--- config.mk ---
export PLATFORM = sky130hd
export DESIGN_NAME = prim_ram_1p_scrub
export DESIGN_NICKNAME = d
export VERILOG_FILES = /design/src/rtl/prim_ram_1p_scrub.sv
export SDC_FILE = /design/constraint.sdc
export NUM_CORES = 1
export LEC_CHECK = 0
export ABC_CLOCK_PERIOD_IN_PS = 2800
export CELL_PAD_IN_SITES_DETAIL_PLACEMENT = 0
export CELL_PAD_IN_SITES_GLOBAL_PLACEMENT = 2
export CORE_MARGIN = 2
export CORE_UTILIZATION = 22
export DETAILED_ROUTE_END_ITERATION = 12
export PLACE_DENSITY_LB_ADDON = 0.1
export SKIP_CTS_REPAIR_TIMING = 1
export SLEW_MARGIN = 10
export SYNTH_ARGS = -nofsm -noshare
export SYNTH_HDL_FRONTEND = slang
export SYNTH_SLANG_ARGS = --single-unit
--- constraint.sdc ---
create_clock -name clk_i -period 2.8 [get_ports clk_i]
set_clock_uncertainty 0.1 [all_clocks]
set_input_delay 0.42 -clock clk_i [delete_from_list [all_inputs] [get_ports clk_i]]
set_output_delay 0.42 -clock clk_i [all_outputs]
set_load 0.03 [all_outputs]
--- src/rtl/prim_ram_1p_scrub.sv ---
// Init/scrub sweep engine on the request side of a single-port ECC RAM wrapper.
// Optional feature macro: PRIM_RAM_SCRUB_WRITEBACK_EN (write corrected data back on correctable errors).
module prim_ram_1p_scrub #(
  parameter int  Depth    = 512,
  parameter int  Width    = 32,
  parameter int  CntWidth = 16,
  localparam int Aw       = (Depth > 1) ? $clog2(Depth) : 1
) (
  input  logic                clk_i,
  input  logic                rst_i,
  input  logic                start_i,
  input  logic                init_i,
  output logic                busy_o,
  output logic                done_o,
  output logic                ram_req_o,
  input  logic                ram_gnt_i,
  output logic                ram_write_o,
  output logic [Aw-1:0]       ram_addr_o,
  output logic [Width-1:0]    ram_wdata_o,
  output logic [Width-1:0]    ram_wmask_o,
  input  logic                ram_rvalid_i,
  input  logic [Width-1:0]    ram_rdata_i,
  input  logic [1:0]          ram_rerror_i,
  output logic [CntWidth-1:0] corr_cnt_o,
  output logic [CntWidth-1:0] uncorr_cnt_o,
  output logic [Aw-1:0]       last_uncorr_addr_o
);

  // state | meaning: IDLE wait start, INIT zero-fill, RD read request, WAIT read response,
  // WB corrected-data write, DONE one-cycle end pulse
  localparam logic [2:0] StIdle = 3'd0;
  localparam logic [2:0] StInit = 3'd1;
  localparam logic [2:0] StRd   = 3'd2;
  localparam logic [2:0] StWait = 3'd3;
  localparam logic [2:0] StDone = 3'd5;
`ifdef PRIM_RAM_SCRUB_WRITEBACK_EN
  localparam logic [2:0] StWb   = 3'd4;
`endif

  localparam logic [Aw-1:0]       LastAddr = Aw'(Depth - 1);
  localparam logic [CntWidth-1:0] CntMax   = '1;

  logic [2:0]          state_q, state_d;
  logic [Aw-1:0]       addr_q, addr_d;
  logic                busy_q, busy_d;
  logic [CntWidth-1:0] corr_q, corr_d;
  logic [CntWidth-1:0] uncorr_q, uncorr_d;
  logic [Aw-1:0]       last_q, last_d;
  logic                advance;
  logic                is_wb;

`ifdef PRIM_RAM_SCRUB_WRITEBACK_EN
  logic [Width-1:0]    wb_data_q, wb_data_d;
  assign is_wb       = (state_q == StWb);
  assign ram_wdata_o = is_wb ? wb_data_q : '0;
`else
  logic                unused_rdata;
  assign unused_rdata = ^ram_rdata_i;
  assign is_wb        = 1'b0;
  assign ram_wdata_o  = '0;
`endif

  always_comb begin
    state_d  = state_q;
    addr_d   = addr_q;
    busy_d   = busy_q;
    corr_d   = corr_q;
    uncorr_d = uncorr_q;
    last_d   = last_q;
    advance  = 1'b0;
`ifdef PRIM_RAM_SCRUB_WRITEBACK_EN
    wb_data_d = wb_data_q;
`endif
    case (state_q)
      StIdle: begin
        if (start_i) begin
          corr_d   = '0;
          uncorr_d = '0;
          last_d   = '0;
          addr_d   = '0;
          busy_d   = 1'b1;
          state_d  = init_i ? StInit : StRd;
        end
      end
      StInit: begin
        if (ram_gnt_i) advance = 1'b1;
      end
      StRd: begin
        if (ram_gnt_i) state_d = StWait;
      end
      StWait: begin
        if (ram_rvalid_i) begin
          if (ram_rerror_i[1]) begin
            if (uncorr_q != CntMax) uncorr_d = uncorr_q + CntWidth'(1);
            last_d  = addr_q;
            advance = 1'b1;
          end else if (ram_rerror_i[0]) begin
            if (corr_q != CntMax) corr_d = corr_q + CntWidth'(1);
`ifdef PRIM_RAM_SCRUB_WRITEBACK_EN
            wb_data_d = ram_rdata_i;
            state_d   = StWb;
`else
            advance   = 1'b1;
`endif
          end else begin
            advance = 1'b1;
          end
        end
      end
`ifdef PRIM_RAM_SCRUB_WRITEBACK_EN
      StWb: begin
        if (ram_gnt_i) advance = 1'b1;
      end
`endif
      StDone: begin
        state_d = StIdle;
      end
      default: begin
        state_d = StIdle;
      end
    endcase

    // Address never wraps: the last word ends the sweep instead of incrementing.
    if (advance) begin
      if (addr_q == LastAddr) begin
        state_d = StDone;
        busy_d  = 1'b0;
      end else begin
        addr_d  = addr_q + Aw'(1);
        state_d = (state_q == StInit) ? StInit : StRd;
      end
    end
  end

  always_ff @(posedge clk_i) begin
    if (rst_i) begin
      state_q  <= StIdle;
      addr_q   <= '0;
      busy_q   <= 1'b0;
      corr_q   <= '0;
      uncorr_q <= '0;
      last_q   <= '0;
    end else begin
      state_q  <= state_d;
      addr_q   <= addr_d;
      busy_q   <= busy_d;
      corr_q   <= corr_d;
      uncorr_q <= uncorr_d;
      last_q   <= last_d;
    end
  end

`ifdef PRIM_RAM_SCRUB_WRITEBACK_EN
  always_ff @(posedge clk_i) begin
    if (rst_i) begin
      wb_data_q <= '0;
    end else begin
      wb_data_q <= wb_data_d;
    end
  end
`endif

  assign ram_req_o          = (state_q == StInit) || (state_q == StRd) || is_wb;
  assign ram_write_o        = (state_q == StInit) || is_wb;
  assign ram_addr_o         = addr_q;
  assign ram_wmask_o        = {Width{ram_req_o}};
  assign busy_o             = busy_q;
  assign done_o             = (state_q == StDone);
  assign corr_cnt_o         = corr_q;
  assign uncorr_cnt_o       = uncorr_q;
  assign last_uncorr_addr_o = last_q;

endmodule

==> qor.txt, run 1 <==
outcome - finished, final reports clean
clk slew on worst S/H paths - 70 ps
first-pass GRT wire length - 15.03 mm
Final Wtd Congestion - 0.6946
fmax - 404.3 MHz
nets@finish - 514
Reg2Reg Setup Slack - 330 ps
CP max FO - 11
Critical Path Sink Type - register
TNS Setup - 0 ps
most frequent cells in the layout - clkdlybuf4s50_1 (60), dfxtp_1 (54), buf_4 (51)
synthesized area - 0.003263 mm2
1st-pass router iterations - 4
critical path arrival - 2560 ps
YS warnings - 0
DP Area - 0.004024 mm2
Compound-Gate Fraction of Synth Area - 0.1488
main combinational cell family by area after synthesis - simple AND/OR/NAND/NOR gates
met2 WL - 4.575 mm
I/O Pins - 158
Avg Inst Size Synth - 8.057 um2
# setup viols final - 0
die area - 0.01582 mm2
Ant. Diodes - 0
Pwr Total - 2.416 mW
Post-synth EDFFs - 0
Area growth, synth to finish - 27.95%
largest net degree at the start of global routing - 34
initial core utilization - 0.2245
slack of the critical path - 326.8 ps
Non-Filler Instances - 655
#FFs+latches synth - 54
Routed Antenna Nets - 0
share of cells above drive strength 1 - 0.1635
Pleak - 1.524 nW
clock latency on the worst-skew pair - 300 ps
post-synthesis xor/xnor area fraction - 0.04026
Longest Clk Path Bufs - 2
H-tree levels - 2
filler instances - 1610
placed cells - 647
Peak supply drop - 273.9 uV
Power Density - 578.5 mW/mm2
Tcrit/Tclk final - 0.8833
adder-cell share of the synthesized area - 0.01534
critical path startpoint category - register
CTS tree - done
WHS Endpoint - last_uncorr_addr_o[5]
Slew Limit Fails - 0
RSZ-0062 raised after global routing - no
path depth of the worst reg2reg path - 10
die width - 125.8 um
hold crit path type - register to register
I/O Buffers - 93
Overflow after GRT - 0
initial antenna violation count - 0
critical path type - register to register
Design Area, Final - 0.004175 mm2
DRC viols - 0
Hold WS - 358.1 ps
CTS buffer count - 5
Post-Place Setup Slack - 216.0 ps
Worst EP required - 2890 ps
Critical R2R Capture - ram_addr_o[7]
post-synthesis simple-gate area fraction - 0.2676
Core Region - 0.01453 mm2
Hold Startpoint - last_uncorr_addr_o[5]
beginning of the critical path - ram_addr_o[1]
ys flop type - dfxtp_1
Worst Tran Pin Value - 561.0 ps
post-synthesis async set-or-reset flop share - 0
Worst R2R Start - ram_addr_o[1]
1st-iter DRT viols - 163
vias in the first global route - 2794
commonest non-fill, non-tap cell in the layout - clkdlybuf4s50_1
mux share of post-synthesis cell area - 0.01572
via count - 2906
row cnt - 44
minimum clock period - 2473 ps
WL final - 9.408 mm
gr usage total - 0.1160
Die Y - 125.8 um
Max transition margin - 0.6248
metal1 wirelength - 4.292 mm
sequential share of the synthesized area - 0.3313
Fin. Hold Viols - 0
metal3 WL - 471 um
clk sinks - 54
max cap viols - 0
Mapped Cells - 405
drt wl/cell - 14.36 um
count of cell types in the netlist - 53
hold path depth - 2
Root Driver - clkbuf_16
final core occ - 0.2873
dpl hpwl - 6.852 mm
uppermost routed layer - met4
via/cell ratio - 4.437
-- layer usage --
metal,vias to the layer above,GRT usage
met5,-,0
met4,0,0.02198
met3,7,0.03059
met2,63,0.1975
met1,1374,0.1491
li1,1462,-
-- flip-flops by register name (all words and copies together), names as in the netlist --
name and cells:
uncorr_cnt_o 16, ram_addr_o 9, state_q 3, last_uncorr_addr_o 9
busy_o 1, corr_cnt_o 16
-- report_power, final --
group / leakage [nW] / internal, mW / switching (mW) / total [mW]
sequential: 0.436 / 0.781 / 0.0278 / 0.808
combinational: 1.02 / 0.305 / 0.654 / 0.959
clock: 0.0729 / 0.355 / 0.293 / 0.649
-- worst max-delay path: stages (launching register included) --
cell     delay (ps)
dfxtp_1         370
ha_1            210
and3_1          200
and3_1          190
and3_1          190
ha_1            220
nor3_1          200
buf_4           200
and4_1          240
nand3_1         110
mux2i_1         140
-- worst max path at each step --
stage | to
after floorplan | ram_addr_o[2]
after global placement | corr_cnt_o[11]
after detailed placement | corr_cnt_o[11]
after CTS | ram_write_o
after global routing | ram_addr_o[7]
final | ram_addr_o[7]
-- logic make-up (layout without fill, tap and decap cells) --
logic type / count (synthesis) / after routing
fa+ha+maj: 4 / 4
xor+xnor: 15 / 15
simple gates: 162 / 162
mux: 5 / 5
flops: 54 / 54
compound gates: 76 / 76
buf+inv: 88 / 123
other cells: 1 / 32
-- Yosys cell counts, drive strengths merged, types with 4 or more instances --
library cell,number,share of area
nand2,31,0.036
nor2,36,0.041
buf,73,0.16
and2,5,0.0096
dfxtp,54,0.33
nand3,26,0.040
a21oi,38,0.062
nor4,4,0.012
ha,4,0.015
or4,10,0.023
xor2,5,0.013
nand4,10,0.021
or3,4,0.0077
inv,4,0.0046
nor3,4,0.0061
mux2i,4,0.012
and3,12,0.023
or2,5,0.0096
o21ai,17,0.027
clkbuf,11,0.014
xnor2,10,0.027
-- area by class of cell --
cell class	instances	area (um2)	share of cell area
Clock buffer	6	138.9	0.03326
Sequential cell	54	1081	0.2589
Clock inverter	2	12.51	0.002997
Inverter	4	15.01	0.003596
Timing Repair Buffer	111	983.4	0.2355
Tap cell	184	230.2	0.05514
Multi-Input combinational cell	294	1714	0.4105
(Power assumes the default switching activity.)
==> run 2: changes to the inputs <==
Settings changed: CTS_BUF_LIST set to sky130_fd_sc_hd__clkbuf_16.
==> qor.txt, run 2 (synthesis gave the netlist of run 1 again) <==
outcome - finished, final reports clean
Power Density - 573.1 mW/mm2
Core Region - 0.01453 mm2
first-pass GRT wire length - 15.03 mm
fmax - 404.3 MHz
1st-pass router iterations - 4
I/O Buffers - 93
CTS buffer count - 5
vias in the first global route - 2794
TNS Setup - 0 ps
H-tree levels - 2
Root Driver - clkbuf_16
via/cell ratio - 4.437
WL final - 9.408 mm
row cnt - 44
Critical path destination - ram_addr_o[7]
initial antenna violation count - 0
I/O Pins - 158
minimum clock period - 2473 ps
Worst EP required - 2890 ps
max cap viols - 0
DRC viols - 0
initial core utilization - 0.2245
die area - 0.01582 mm2
hold crit path type - register to register
Routed Antenna Nets - 0
clock latency on the worst-skew pair - 300 ps
critical path startpoint category - register
Reg2Reg Setup Slack - 330 ps
Final Wtd Congestion - 0.6946
Area growth, synth to finish - 27.65%
Critical Path Sink Type - register
# setup viols final - 0
dpl hpwl - 6.852 mm
Longest Clk Path Bufs - 2
CP max FO - 11
critical path arrival - 2560 ps
Peak supply drop - 273.9 uV
largest net degree at the start of global routing - 34
Critical R2R Capture - ram_addr_o[7]
CTS tree - done
commonest non-fill, non-tap cell in the layout - clkdlybuf4s50_1
Overflow after GRT - 0
Ant. Diodes - 0
most frequent cells in the layout - clkdlybuf4s50_1 (60), dfxtp_1 (54), buf_4 (51)
clk slew on worst S/H paths - 70 ps
Slew Limit Fails - 0
Worst R2R Start - ram_addr_o[1]
critical path type - register to register
Pleak - 1.518 nW
1st-iter DRT viols - 163
beginning of the critical path - ram_addr_o[1]
Die Y - 125.8 um
die width - 125.8 um
Fin. Hold Viols - 0
nets@finish - 514
final core occ - 0.2866
path depth of the worst reg2reg path - 10
share of cells above drive strength 1 - 0.1614
gr usage total - 0.1160
drt wl/cell - 14.36 um
Tcrit/Tclk final - 0.8833
via count - 2906
clk sinks - 54
Worst Tran Pin Value - 561.0 ps
RSZ-0062 raised after global routing - no
Max transition margin - 0.6248
## run 2: changes by cell type in the layout (fill, tap and decap cells not counted)
| cell | delta |
|---|---|
| clkinv_1 | +1 |
| clkbuf_8 | -1 |
## run 2: critical path, stage by stage (launching register included)
cell and delay, ps:
dfxtp_1 370, ha_1 210, and3_1 200, and3_1 190, and3_1 190, ha_1 220, nor3_1 200, buf_4 200
and4_1 240, nand3_1 110, mux2i_1 140
## run 2: final cells by class
class | count | area [um2]
inverters | 4 | 15.01
fillers | 1611 | 10370
repair buffers | 111 | 983.4
flip-flops and latches | 54 | 1081
multi-input cells | 294 | 1714
clock buffers | 5 | 125.1
clock inverters | 3 | 16.27
well taps | 184 | 230.2
## run 2: metal layers
metal | vias up | GRT usage | share of wire
met1 | 1374 | 0.1491 | 0.46
met4 | 0 | 0.02198 | 0.0073
met3 | 7 | 0.03059 | 0.050
met2 | 63 | 0.1975 | 0.49
li1 | 1462 | - | -
met5 | - | 0 | 0
## run 2: how the worst min path moves through the flow
| stage | startpoint | end | slack (ps) | cells after the start |
|---|---|---|---|---|
| finish | last_uncorr_addr_o[5] | last_uncorr_addr_o[5] | 360 | 2 |
| global route | last_uncorr_addr_o[3] | last_uncorr_addr_o[3] | 380 | 2 |
| CTS | last_uncorr_addr_o[0] | last_uncorr_addr_o[0] | 360 | 2 |
| detailed placement | last_uncorr_addr_o[0] | last_uncorr_addr_o[0] | 350 | 2 |
| global placement | last_uncorr_addr_o[8] | last_uncorr_addr_o[8] | 340 | 2 |
| floorplan | last_uncorr_addr_o[0] | last_uncorr_addr_o[0] | 480 | 2 |
## run 2: stage by stage
step	setup WS, ps	total power, mW	instances	hold WS [ps]	area, um2
6_report	326.8	2.387	655	358.1	4165
3_3_place_gp	240.2	1.795	647	339.6	4024
2_1_floorplan	367.1	1.684	436	476.7	3382
5_1_grt	162.6	2.509	655	378.4	4165
4_1_cts	304.3	2.442	655	362.8	4165
3_5_place_dp	216.0	1.797	647	347.1	4024
## run 2: where the power goes
| group | internal [mW] | switching [mW] | leakage [nW] |
|---|---|---|---|
| Combinational | 0.305 | 0.654 | 1.02 |
| Sequential | 0.781 | 0.0278 | 0.436 |
| Clock | 0.328 | 0.292 | 0.0672 |
| Total | 1.41 | 0.974 | 1.52 |
==> run 3: changes to the inputs <==
Settings changed: CORE_MARGIN 2 to 1.
==> qor.txt, run 3 (synthesis gave the netlist of run 1 again) <==
CP max FO - 16
Critical path destination - ram_write_o
1st-iter DRT viols - 132
gr usage total - 0.1184
critical path type - register to primary output
metal1 wirelength - 4.250 mm
Pleak - 1.510 nW
met2 WL - 4.297 mm
critical path arrival - 2090 ps
Tcrit/Tclk final - 0.9328
H-tree levels - 2
Fin. Hold Viols - 0
Pwr Total - 2.384 mW
Overflow after GRT - 0
Power Density - 574.0 mW/mm2
1st-pass router iterations - 4
Worst EP required - 2280 ps
clk sinks - 54
Routed Antenna Nets - 0
row cnt - 44
Critical Path, Cell by Cell - nand2b_1, nor2_1, clkdlybuf4s50_1
Final Wtd Congestion - 0.6954
largest net degree at the start of global routing - 34
Crit path largest cell delay - 710 ps
Core Region - 0.01448 mm2
uppermost routed layer - met4
outcome - finished, final reports clean
WL final - 9.024 mm
area of the multi-input gates - 0.001714 mm2
CP Depth - 3
vias in the first global route - 2646
CTS buffer count - 5
Critical Path Sink Type - primary output
critical path startpoint category - register
Slowest cell on crit path - clkdlybuf4s50_1
die width - 123.8 um
minimum clock period - 2612 ps
Slew Limit Fails - 0
beginning of the critical path - state_q[0]
I/O Pins - 158
RSZ-0062 raised after global routing - no
clk slew on worst S/H paths - 70 ps
hold crit path type - register to register
Peak supply drop - 293.1 uV
DRC viols - 0
via count - 2883
clock latency on the worst-skew pair - 290 ps
Critical R2R Capture - ram_addr_o[7]
share of cells above drive strength 1 - 0.1545
most frequent cells in the layout - clkdlybuf4s50_1 (60), dfxtp_1 (54), buf_4 (45)
max cap viols - 0
path depth of the worst reg2reg path - 10
TNS Setup - 0 ps
Top delay family on crit path - buffers and inverters
Longest Clk Path Bufs - 2
Worst Tran Pin Value - 570.3 ps
Hold WS - 356.1 ps
Area growth, synth to finish - 27.30%
dpl hpwl - 6.498 mm
drt wl/cell - 13.88 um
# setup viols final - 0
FF/Latch Area - 0.001081 mm2
fmax - 382.9 MHz
die area - 0.01532 mm2
metal3 WL - 425 um
WP buf/inv - 1
commonest non-fill, non-tap cell in the layout - clkdlybuf4s50_1
Reg2Reg Setup Slack - 330 ps
filler instances - 1580
nets@finish - 510
Worst R2R Start - ram_addr_o[1]
initial core utilization - 0.2254
Max transition margin - 0.6193
initial antenna violation count - 0
Root Driver - clkbuf_16
first-pass GRT wire length - 14.04 mm
Ant. Diodes - 0
Die Y - 123.8 um
via/cell ratio - 4.435
I/O Buffers - 93
CTS tree - done
[run 3: worst min-delay path, stage by stage, from the launching register on]
cell and delay, ps:
dfxtp_1 320, nand2_1 50, a21oi_1 50
[run 3: how the worst min path moves through the flow]
stage / from / endpoint / slack [ps] / cells after the start
after floorplan: last_uncorr_addr_o[0] / last_uncorr_addr_o[0] / 480 / 2
after global placement: last_uncorr_addr_o[5] / last_uncorr_addr_o[5] / 340 / 2
after detailed placement: last_uncorr_addr_o[6] / last_uncorr_addr_o[6] / 340 / 2
after CTS: last_uncorr_addr_o[4] / last_uncorr_addr_o[4] / 360 / 2
after global routing: last_uncorr_addr_o[1] / last_uncorr_addr_o[1] / 380 / 2
final: last_uncorr_addr_o[4] / last_uncorr_addr_o[4] / 360 / 2
[run 3: area by class of cell]
class / count / share of cell area
multi-input cells: 294 / 0.4127
flip-flops and latches: 54 / 0.2602
well taps: 184 / 0.05542
clock buffers: 5 / 0.03012
repair buffers: 107 / 0.2355
clock inverters: 2 / 0.002410
inverters: 4 / 0.003614
[run 3: metrics by stage]
stage	setup slack, ps	cell area, um2	utilization	instances
2_1_floorplan	367.1	3382	-	436
3_3_place_gp	265.6	4019	0.2776	643
3_5_place_dp	230.3	4019	0.2776	643
4_1_cts	171.7	4154	0.2869	650
5_1_grt	17.97	4154	0.2869	650
6_report	188.1	4154	0.2869	650
[run 3: per-layer routing]
metal,up-vias,track usage
met1,1357,0.1543
met3,4,0.03022
met2,64,0.1962
li1,1458,-
met5,-,0
met4,0,0.02410
[run 3: where the power goes]
part	switching (mW)	internal (mW)
registers	0.0314	0.781
clock network	0.295	0.325
logic	0.644	0.308
total	0.971	1.41
